==> src/rtl/ctrl_unit_if.sv <==
// ctrl_unit_if: bus between the instruction sequencer and the 8-bit datapath.
// master = sequencer side (drives controls), slave = datapath side.
interface ctrl_unit_if;
   logic [15:0] instruction;
   logic        z;
   logic        c;
   logic [10:0] stack_addr;

   logic        insel;
   logic        we;
   logic        selpc;
   logic        selk;
   logic        ldpc;
   logic        ldflag;
   logic        selimm;
   logic        wr_en;
   logic        rd_en;
   logic [2:0]  raa;
   logic [2:0]  rab;
   logic [2:0]  wa;
   logic [2:0]  opalu;
   logic [2:0]  sh;
   logic [10:0] ninst_addr;
   logic [7:0]  kte;
   logic [7:0]  imm;
   logic [7:0]  port_addr;
   logic        port_rd;
   logic        port_wr;
   logic        halted;
   logic        stack_err;

   modport master (
      input  instruction, z, c, stack_addr,
      output insel, we, selpc, selk, ldpc, ldflag, selimm, wr_en, rd_en,
             raa, rab, wa, opalu, sh, ninst_addr, kte, imm, port_addr,
             port_rd, port_wr, halted, stack_err
   );

   modport slave (
      output instruction, z, c, stack_addr,
      input  insel, we, selpc, selk, ldpc, ldflag, selimm, wr_en, rd_en,
             raa, rab, wa, opalu, sh, ninst_addr, kte, imm, port_addr,
             port_rd, port_wr, halted, stack_err
   );
endinterface

==> src/rtl/ctrl_unit.sv <==
// ctrl_unit: instruction sequencer for the 8-bit core. Latches the ROM word,
// decodes it and drives all datapath, stack and I/O controls each cycle.
// Optional macro CTRL_STEP_EN adds a 'step' input that gates each fetch.
module ctrl_unit #(
   parameter int unsigned STACK_DEPTH = 16,
   parameter logic [2:0]  OPALU_ADD   = 3'b000,
   parameter logic [2:0]  OPALU_SUB   = 3'b001,
   parameter logic [2:0]  OPALU_PASSA = 3'b110
) (
   input  logic        clk,
   input  logic        rst,
`ifdef CTRL_STEP_EN
   input  logic        step,
`endif
   ctrl_unit_if.master bus
);

   localparam int unsigned DEPTH_W = $clog2(STACK_DEPTH + 1);

   localparam logic [4:0] OP_NOP  = 5'b00000;
   localparam logic [4:0] OP_HALT = 5'b00001;
   localparam logic [4:0] OP_LDI  = 5'b00010;
   localparam logic [4:0] OP_LDM  = 5'b00011;
   localparam logic [4:0] OP_STM  = 5'b00100;
   localparam logic [4:0] OP_ADI  = 5'b00101;
   localparam logic [4:0] OP_CMP  = 5'b00110;
   localparam logic [4:0] OP_SHF  = 5'b10000;
   localparam logic [4:0] OP_JMP  = 5'b11000;
   localparam logic [4:0] OP_JZ   = 5'b11001;
   localparam logic [4:0] OP_JNZ  = 5'b11010;
   localparam logic [4:0] OP_JC   = 5'b11011;
   localparam logic [4:0] OP_JNC  = 5'b11100;
   localparam logic [4:0] OP_CALL = 5'b11101;
   localparam logic [4:0] OP_RET  = 5'b11110;

   typedef enum logic [1:0] {FETCH, EXEC, MEMRD, HALT} state_t;

   state_t               r_state;
   logic [15:0]          r_ir;
   logic [DEPTH_W-1:0]   r_depth;
   logic                 r_stack_err;

   logic [4:0]  w_op;
   logic [2:0]  w_rd;
   logic [2:0]  w_rs;
   logic [7:0]  w_k;
   logic [10:0] w_a;
   logic        w_can_push;
   logic        w_can_pop;
   logic        w_step;

   logic        w_insel, w_we, w_selpc, w_selk, w_ldpc, w_ldflag, w_selimm;
   logic        w_wr_en, w_rd_en, w_port_rd, w_port_wr, w_halted;
   logic [2:0]  w_raa, w_rab, w_wa, w_opalu, w_sh;
   logic [10:0] w_ninst_addr;

   assign w_op       = r_ir[15:11];
   assign w_rd       = r_ir[10:8];
   assign w_rs       = r_ir[7:5];
   assign w_k        = r_ir[7:0];
   assign w_a        = r_ir[10:0];
   assign w_can_push = (r_depth < DEPTH_W'(STACK_DEPTH));
   assign w_can_pop  = (r_depth != '0);

`ifdef CTRL_STEP_EN
   assign w_step = step;
`else
   assign w_step = 1'b1;
`endif

   // Sequencer state, instruction register, call depth and sticky stack error
   always_ff @(posedge clk or posedge rst) begin
      if (rst) begin
         r_state     <= FETCH;
         r_ir        <= '0;
         r_depth     <= '0;
         r_stack_err <= 1'b0;
      end else begin
         case (r_state)
            FETCH: begin
               if (w_step) begin
                  r_ir    <= bus.instruction;
                  r_state <= EXEC;
               end
            end
            EXEC: begin
               r_state <= FETCH;
               case (w_op)
                  OP_HALT: r_state <= HALT;
                  OP_LDM:  r_state <= MEMRD;
                  OP_CALL: begin
                     if (w_can_push) r_depth <= r_depth + DEPTH_W'(1);
                     else            r_stack_err <= 1'b1;
                  end
                  OP_RET: begin
                     if (w_can_pop) r_depth <= r_depth - DEPTH_W'(1);
                     else           r_stack_err <= 1'b1;
                  end
                  default: ;
               endcase
            end
            MEMRD:   r_state <= FETCH;
            HALT:    r_state <= HALT;
            default: r_state <= FETCH;
         endcase
      end
   end

   // Control decode from current state and latched instruction
   always_comb begin
      w_insel      = 1'b0;
      w_we         = 1'b0;
      w_selpc      = 1'b0;
      w_selk       = 1'b0;
      w_ldpc       = 1'b0;
      w_ldflag     = 1'b0;
      w_selimm     = 1'b0;
      w_wr_en      = 1'b0;
      w_rd_en      = 1'b0;
      w_port_rd    = 1'b0;
      w_port_wr    = 1'b0;
      w_halted     = 1'b0;
      w_raa        = 3'd0;
      w_rab        = 3'd0;
      w_wa         = 3'd0;
      w_opalu      = OPALU_ADD;
      w_sh         = 3'd0;
      w_ninst_addr = w_a;
      case (r_state)
         EXEC: begin
            w_ldpc = 1'b1;
            casez (w_op)
               OP_NOP: ;
               OP_HALT: begin
                  w_ldpc   = 1'b0;
                  w_halted = 1'b1;
               end
               OP_LDI: begin
                  w_selk = 1'b1;
                  w_we   = 1'b1;
                  w_wa   = w_rd;
               end
               OP_LDM: begin
                  w_port_rd = 1'b1;
                  w_ldpc    = 1'b0;
               end
               OP_STM: begin
                  w_raa     = w_rd;
                  w_opalu   = OPALU_PASSA;
                  w_port_wr = 1'b1;
               end
               OP_ADI: begin
                  w_raa    = w_rd;
                  w_selimm = 1'b1;
                  w_opalu  = OPALU_ADD;
                  w_insel  = 1'b1;
                  w_we     = 1'b1;
                  w_wa     = w_rd;
                  w_ldflag = 1'b1;
               end
               OP_CMP: begin
                  w_raa    = w_rd;
                  w_rab    = w_rs;
                  w_opalu  = OPALU_SUB;
                  w_ldflag = 1'b1;
               end
               5'b01???: begin
                  w_raa    = w_rd;
                  w_rab    = w_rs;
                  w_opalu  = w_op[2:0];
                  w_insel  = 1'b1;
                  w_we     = 1'b1;
                  w_wa     = w_rd;
                  w_ldflag = 1'b1;
               end
               OP_SHF: begin
                  w_raa   = w_rd;
                  w_opalu = OPALU_PASSA;
                  w_sh    = r_ir[2:0];
                  w_insel = 1'b1;
                  w_we    = 1'b1;
                  w_wa    = w_rd;
               end
               OP_JMP: w_selpc = 1'b1;
               OP_JZ:  w_selpc = bus.z;
               OP_JNZ: w_selpc = ~bus.z;
               OP_JC:  w_selpc = bus.c;
               OP_JNC: w_selpc = ~bus.c;
               OP_CALL: begin
                  // A full stack degrades CALL to a NOP; the error is latched.
                  w_wr_en = w_can_push;
                  w_selpc = w_can_push;
               end
               OP_RET: begin
                  // An empty stack degrades RET to a NOP; the error is latched.
                  w_rd_en = w_can_pop;
                  w_selpc = w_can_pop;
                  if (w_can_pop) w_ninst_addr = bus.stack_addr;
               end
               default: ;
            endcase
         end
         MEMRD: begin
            w_we   = 1'b1;
            w_wa   = w_rd;
            w_ldpc = 1'b1;
         end
         HALT:    w_halted = 1'b1;
         default: ;
      endcase
   end

   assign bus.insel      = w_insel;
   assign bus.we         = w_we;
   assign bus.selpc      = w_selpc;
   assign bus.selk       = w_selk;
   assign bus.ldpc       = w_ldpc;
   assign bus.ldflag     = w_ldflag;
   assign bus.selimm     = w_selimm;
   assign bus.wr_en      = w_wr_en;
   assign bus.rd_en      = w_rd_en;
   assign bus.raa        = w_raa;
   assign bus.rab        = w_rab;
   assign bus.wa         = w_wa;
   assign bus.opalu      = w_opalu;
   assign bus.sh         = w_sh;
   assign bus.ninst_addr = w_ninst_addr;
   assign bus.kte        = w_k;
   assign bus.imm        = w_k;
   assign bus.port_addr  = w_k;
   assign bus.port_rd    = w_port_rd;
   assign bus.port_wr    = w_port_wr;
   assign bus.halted     = w_halted;
   assign bus.stack_err  = r_stack_err;

endmodule

==> src/flat_wrapper.sv <==
// flat-port wrapper written by rule: the top's interface ports become plain ports
module ctrl_unit_flat 
#(
   parameter int unsigned STACK_DEPTH = 16,
   parameter logic [2:0]  OPALU_ADD   = 3'b000,
   parameter logic [2:0]  OPALU_SUB   = 3'b001,
   parameter logic [2:0]  OPALU_PASSA = 3'b110
)
  (clk, rst, bus_instruction, bus_z, bus_c, bus_stack_addr, bus_insel, bus_we, bus_selpc, bus_selk, bus_ldpc, bus_ldflag, bus_selimm, bus_wr_en, bus_rd_en, bus_raa, bus_rab, bus_wa, bus_opalu, bus_sh, bus_ninst_addr, bus_kte, bus_imm, bus_port_addr, bus_port_rd, bus_port_wr, bus_halted, bus_stack_err);
  ctrl_unit_if bus_i ();
  input  logic clk;
  input  logic rst;
  input wire logic [$bits(bus_i.instruction)-1:0] bus_instruction;
  input wire logic [$bits(bus_i.z)-1:0] bus_z;
  input wire logic [$bits(bus_i.c)-1:0] bus_c;
  input wire logic [$bits(bus_i.stack_addr)-1:0] bus_stack_addr;
  output wire logic [$bits(bus_i.insel)-1:0] bus_insel;
  output wire logic [$bits(bus_i.we)-1:0] bus_we;
  output wire logic [$bits(bus_i.selpc)-1:0] bus_selpc;
  output wire logic [$bits(bus_i.selk)-1:0] bus_selk;
  output wire logic [$bits(bus_i.ldpc)-1:0] bus_ldpc;
  output wire logic [$bits(bus_i.ldflag)-1:0] bus_ldflag;
  output wire logic [$bits(bus_i.selimm)-1:0] bus_selimm;
  output wire logic [$bits(bus_i.wr_en)-1:0] bus_wr_en;
  output wire logic [$bits(bus_i.rd_en)-1:0] bus_rd_en;
  output wire logic [$bits(bus_i.raa)-1:0] bus_raa;
  output wire logic [$bits(bus_i.rab)-1:0] bus_rab;
  output wire logic [$bits(bus_i.wa)-1:0] bus_wa;
  output wire logic [$bits(bus_i.opalu)-1:0] bus_opalu;
  output wire logic [$bits(bus_i.sh)-1:0] bus_sh;
  output wire logic [$bits(bus_i.ninst_addr)-1:0] bus_ninst_addr;
  output wire logic [$bits(bus_i.kte)-1:0] bus_kte;
  output wire logic [$bits(bus_i.imm)-1:0] bus_imm;
  output wire logic [$bits(bus_i.port_addr)-1:0] bus_port_addr;
  output wire logic [$bits(bus_i.port_rd)-1:0] bus_port_rd;
  output wire logic [$bits(bus_i.port_wr)-1:0] bus_port_wr;
  output wire logic [$bits(bus_i.halted)-1:0] bus_halted;
  output wire logic [$bits(bus_i.stack_err)-1:0] bus_stack_err;
  assign bus_i.instruction = bus_instruction;
  assign bus_i.z = bus_z;
  assign bus_i.c = bus_c;
  assign bus_i.stack_addr = bus_stack_addr;
  assign bus_insel = bus_i.insel;
  assign bus_we = bus_i.we;
  assign bus_selpc = bus_i.selpc;
  assign bus_selk = bus_i.selk;
  assign bus_ldpc = bus_i.ldpc;
  assign bus_ldflag = bus_i.ldflag;
  assign bus_selimm = bus_i.selimm;
  assign bus_wr_en = bus_i.wr_en;
  assign bus_rd_en = bus_i.rd_en;
  assign bus_raa = bus_i.raa;
  assign bus_rab = bus_i.rab;
  assign bus_wa = bus_i.wa;
  assign bus_opalu = bus_i.opalu;
  assign bus_sh = bus_i.sh;
  assign bus_ninst_addr = bus_i.ninst_addr;
  assign bus_kte = bus_i.kte;
  assign bus_imm = bus_i.imm;
  assign bus_port_addr = bus_i.port_addr;
  assign bus_port_rd = bus_i.port_rd;
  assign bus_port_wr = bus_i.port_wr;
  assign bus_halted = bus_i.halted;
  assign bus_stack_err = bus_i.stack_err;
  ctrl_unit #(.STACK_DEPTH(STACK_DEPTH), .OPALU_ADD(OPALU_ADD), .OPALU_SUB(OPALU_SUB), .OPALU_PASSA(OPALU_PASSA)) u_core (.clk(clk), .rst(rst), .bus(bus_i));
endmodule
==> config.mk <==
export PLATFORM = sky130hd
export DESIGN_NAME = ctrl_unit_flat
export DESIGN_NICKNAME = d
export VERILOG_FILES = /design/src/rtl/ctrl_unit_if.sv /design/src/rtl/ctrl_unit.sv /design/src/flat_wrapper.sv
export SDC_FILE = /design/constraint.sdc
export NUM_CORES = 1
export LEC_CHECK = 0
export ABC_AREA = 1
export CAP_MARGIN = 20
export CORE_ASPECT_RATIO = 0.6
export CORE_MARGIN = 2
export CORE_UTILIZATION = 37
export CTS_BUF_LIST = sky130_fd_sc_hd__clkbuf_8 sky130_fd_sc_hd__clkbuf_16
export DETAILED_ROUTE_END_ITERATION = 6
export PLACE_DENSITY = 0.88
export SLEW_MARGIN = 30
export SYNTH_ARGS = -nofsm -noshare
export SYNTH_HDL_FRONTEND = slang
export SYNTH_SLANG_ARGS = --single-unit
==> constraint.sdc <==
create_clock -name clk -period 1.85 [get_ports clk]
set_clock_uncertainty 0.15 [all_clocks]
set_input_delay 0.185 -clock clk [delete_from_list [all_inputs] [get_ports clk]]
set_output_delay 0.185 -clock clk [all_outputs]
set_load 0.03 [all_outputs]
; Word level (Yosys, flattened, before mapping)
; Cells that the tools add are included.
[word_totals]
out_inout_bits = 63
ff_bits = 24
in_bits = 31
elab_cells = 88
[classes]
bitwise_logic = 2
reduce_logical = 12
add_sub_neg = 2
n_eq_ne = 22
mux = 45
magnitude_cmp = 1
[ops]
columns = operator, n
row1 = $eq A5 B5 Y1 const B, 8
row2 = $mux W11, 3
row3 = $mux W3, 8
row4 = $mux W1, 22
row5 = $eq A5 B3 Y1 const B, 3
row6 = $eq A5 B2 Y1 const B, 2
row7 = $mux W5, 2
row8 = $pmux W5 S2, 1
row9 = $pmux W3 S3, 1
row10 = $pmux W1 S2, 4
row11 = $pmux W2 S4, 1
row12 = $reduce_and A4 Y1, 2
row13 = $pmux W1 S7, 1
row14 = $pmux W3 S2, 1
row15 = $reduce_or A2 Y1, 3
row16 = $reduce_or A3 Y1, 2
row17 = $add A5 B1 Y5 const B, 1
row18 = $eq A5 B1 Y1 const B, 1
row19 = $lt A5 B5 Y1 const B, 1
row20 = $reduce_bool A5 Y1, 1
row21 = $reduce_or A5 Y1, 1
row22 = $sub A5 B1 Y5 const B, 1
row23 = $eq A2 B1 Y1 const B, 2
row24 = $eq A2 B2 Y1 const B, 2
row25 = other kinds (7), 10

; Longest topological paths before layout
; Gate-level depths: netlist (run 1).
[depth]
ltp_word = 4
depth_mapped = 15
ltp_nobuf = 14

; Least setup slack after synthesis (run 1)
; No wires, ideal clock.
[synth_path]
path_kind = register to output
startpoint = register u_core.r_state[1]
endpoint = output port bus_raa[0]
path_buffers = 1
required_time_ns = 1.515
path_slack_ns = -0.449
arrival_ns = 1.964
path_stages_with_launch = 8
path_cell_list = dfrtp_1 > inv_1 > ha_1 > bufbuf_16 > inv_1 > nor2_1 > a21oi_1 > nor2_1
[synth_between]
elab_chain_len = 2
[synth_rtl]
columns = element, line
row1 = from (decl), ctrl_unit.sv:38  ; state_t r_state;
row2 = from (signal assigned), ctrl_unit.sv:74  ; r_state <= FETCH;
row3 = from (signal assigned), ctrl_unit.sv:83  ; r_state <= EXEC;
row4 = from (signal assigned), ctrl_unit.sv:87  ; r_state <= FETCH;
row5 = $eq A2 B1 Y1, ctrl_unit.sv:129  ; case (r_state)
row6 = $mux W3, ctrl_unit.sv:129
row7 = to (decl), flat_wrapper.sv:26  ; output wire logic [$bits(bus_i.raa)-1:0] bus_raa;
; Every way passes these cells.

; Worst setup path after layout (run 1)
[layout_path]
startpoint = register u_core.r_ir[12]
endpoint = output port bus_raa[2]
[layout_between]
elab_chain_len = 4
elab_cells_between_ends = 7
cone_classes = eq/ne: 4 / mux: 2 / reduce/logical: 1
[layout_rtl]
columns = element, line
row1 = from (decl), ctrl_unit.sv:39  ; logic [15:0] r_ir;
row2 = from (signal assigned), ctrl_unit.sv:82  ; r_ir <= bus.instruction;
row3 = $eq A5 B3 Y1 / $eq A5 B5 Y1 (equally long branches), ctrl_unit.sv:132  ; casez (w_op)
row4 = $reduce_or A5 Y1 (no source line) (*), --
row5 = $mux W3 (*), ctrl_unit.sv:132
row6 = $mux W3 (*), ctrl_unit.sv:129
; Every way passes the cells marked *; elsewhere a longest branch is shown, timed or not.

==> out/metrics.csv, run 1 <==
metric,value,unit
status,finished with violations,
violations,setup timing,
cts_root_buffer,clkbuf_8,
fillers,269,
clkSinkCount,24,
drt_iter0_drc,245,
crit_required,1.51,ns
firstDrtPassIters,4,
drt-vias-per-instance,5.49,
finalHoldViolCount,0,
h-tree-depth,1,
slew_violations,0,
fmax,418,MHz
final_nets,436,
r2r_end,u_core.bus.stack_err,
synth.cell_area,0.00190,mm2
finalSetupViolCount,44,
rsz0062_at_grt,true,
yosys_register_bits,24,
clk_transition_reported_paths,0.09,ns
cts_max_path_buffers,2,
postSynthCellCount,261,
grt_pass1_wl,11600,um
multi_input_area,0.00143,mm2
grt_pass1_vias,2305,
power,7.70,mW
worstPathMaxFanout,5,
synth_cell_type_count,33,
setup.worst_path.class,reg2out,
track_usage,0.267,
ys_warn_count,0,
postPlaceCellArea,0.00306,mm2
die_area,0.00574,mm2
hpwl,4780,um
power.density,1940,mW/mm2
drv_cap,0,
die_height,59.5,um
reg2reg_depth,12,
final_cell_mix,"55 x clkdlybuf4s50_1, 53 x buf_4, 46 x buf_6",
grt_max_degree,25,
n_antenna_cell,0,
ant_nets,0,
wl_per_cell,20.7,um
timing.rr.start,u_core.r_ir[14],
tightest_slew,0.449,ns
ys_seq_area_frac,0.316,
setup_ws,-0.544,ns
final_core_util,0.795,
syn_to_final_growth,109,%
initial_core_util,0.380,
cts_buffers,3,
final_common_cell,clkdlybuf4s50_1,
num_vias,2540,
cts_tree,yes,
critPathCapture,bus_raa[2],
design_area,0.00398,mm2
p_leak,1.79,nW
routabilityCongestion,0.918,
worst-r2r-setup-slack,-0.34,ns
cp.arrival,2.06,ns
core_area,0.00500,mm2
peakVddDrop,0.000846,V
overflow,0,
min_period_over_period,1.29,
synthesis.nets,299,
wirelength,9580,um
rows,20,
worst_hold_path_type,in2async,
pin_count,94,
drive_above_1_share,0.549,
slew_headroom,0.697,
clkLatencyLatePin,0.28,ns
critPathLaunch,u_core.r_ir[12],
die_w,96.5,um
cts_hold_buf,0,
drc_errors,0,
end_kind,primary output,
worstSetupStartpointType,flop,
syn_area_per_cell,7.28,um2
port_buffers,93,
antenna_found_initial,0,
min_period,2.39,ns
seqCellArea,606,um2
-- kinds of logic (layout without fill, tap and decap cells) --
kind of cell | after synthesis | in the layout | share of synthesized area
AO/OA/AOI/OAI | 50 | 50 | 0.151
buffers and inverters | 68 | 204 | 0.204
flip-flops | 24 | 24 | 0.316
XOR/XNOR | 3 | 3 | 0.0178
adder cells (fa/ha/maj) | 7 | 7 | 0.0461
AND/OR/NAND/NOR | 109 | 109 | 0.265
-- registers in the layout (all words and copies together), names as in the netlist --
| name | cells |
|---|---|
| u_core.bus.stack_err | 1 |
| u_core.r_depth | 5 |
| u_core.r_ir | 16 |
| u_core.r_state | 2 |
-- power by group --
part / internal (mW) / switching, mW / total, mW
sequential: 0.773 / 0.316 / 1.09
clock: 0.191 / 0.191 / 0.382
combinational: 2.67 / 3.57 / 6.23
total: 3.63 / 4.07 / 7.70
-- repair_timing --
action                                  in CTS  in global routing
endpoints found under the setup margin      38                 44
gates cloned                                 2                  1
buffers inserted                            22                 17
pin swaps                                   11                 29
gates resized for setup                     67                 75
-- critical path, cell delays in order, from the launching register on --
cell     delay (ns)
dfrtp_1        0.42
inv_2          0.15
nor2_4         0.08
buf_4          0.14
nand2_2        0.14
nand4_1        0.16
a21oi_1        0.28
buf_4          0.23
nor2_4         0.04
buf_6          0.14
-- Yosys cell counts --
cell type	n	share of area
nor2_8	1	0.011
ha_1	7	0.046
o21a_1	1	0.0040
o21bai_1	2	0.0079
nand3_1	15	0.039
o21ai_1	12	0.032
bufbuf_16	1	0.017
nor2_4	2	0.012
nand2_2	3	0.0099
nand4_1	5	0.016
xor2_1	2	0.0092
dfrtp_1	24	0.32
xor2_2	1	0.0086
nor2_2	2	0.0066
o31ai_1	2	0.0079
a31oi_1	2	0.0066
nand3b_1	1	0.0040
inv_2	5	0.0099
o21ai_2	1	0.0046
o211ai_1	1	0.0040
inv_4	1	0.0033
or2_2	1	0.0033
nor3_1	5	0.013
a21oi_1	5	0.013
nand2_1	55	0.11
a21o_2	1	0.0046
o21ai_0	22	0.058
a21oi_4	1	0.0086
nand2_4	1	0.0059
nor2_1	18	0.036
inv_1	30	0.059
clkbuf_1	4	0.0079
buf_4	27	0.11
-- metrics by stage --
stage                     TNS (ns)  setup WS (ns)  hold slack (ns)  instances
after floorplan             -0.906        -0.0877           0.0496        261
after global placement           0         0.0596            0.299        420
after detailed placement         0       0.000156            0.307        420
after CTS                    -6.22         -0.240            0.110        448
after global routing        -14.74         -0.561            0.141        463
final                       -12.13         -0.544            0.104        463
-- routing by layer --
metal  share of wire  GRT usage  vias to the layer above  wire length (um)
li1                -          -                     1080                 -
met4           0.052     0.0664                        0               501
met5               0          0                        -                 0
met3           0.097     0.0547                       53               926
met1            0.37      0.330                     1228              3570
met2            0.48      0.481                      179              4580
-- final cells by class --
class / count / share of cell area
Timing Repair inverter: 1 / 0.00189
Tap cell: 66 / 0.0207
Multi-Input combinational cell: 169 / 0.360
Sequential cell: 24 / 0.152
Timing Repair Buffer: 163 / 0.414
Inverter: 36 / 0.0374
Clock buffer: 4 / 0.0138
-- worst min-delay path by stage --
stage	start	end	slack, ns	cells after the start
2_1_floorplan	rst	u_core.bus.stack_err	0.05	1
3_3_place_gp	u_core.bus.stack_err	u_core.bus.stack_err	0.30	1
3_5_place_dp	u_core.bus.stack_err	u_core.bus.stack_err	0.31	1
4_1_cts	rst	u_core.r_ir[9]	0.11	3
5_1_grt	rst	u_core.r_ir[8]	0.14	3
6_report	rst	u_core.r_ir[10]	0.10	3
(Power assumes the default switching activity.)
==> inputs of run 2 (changes only) <==
- CTS_CLUSTER_DIAMETER: unset -> 60
==> results of run 2 <==
Same layout as run 1: the final DEF is identical, and so are final timing and power.
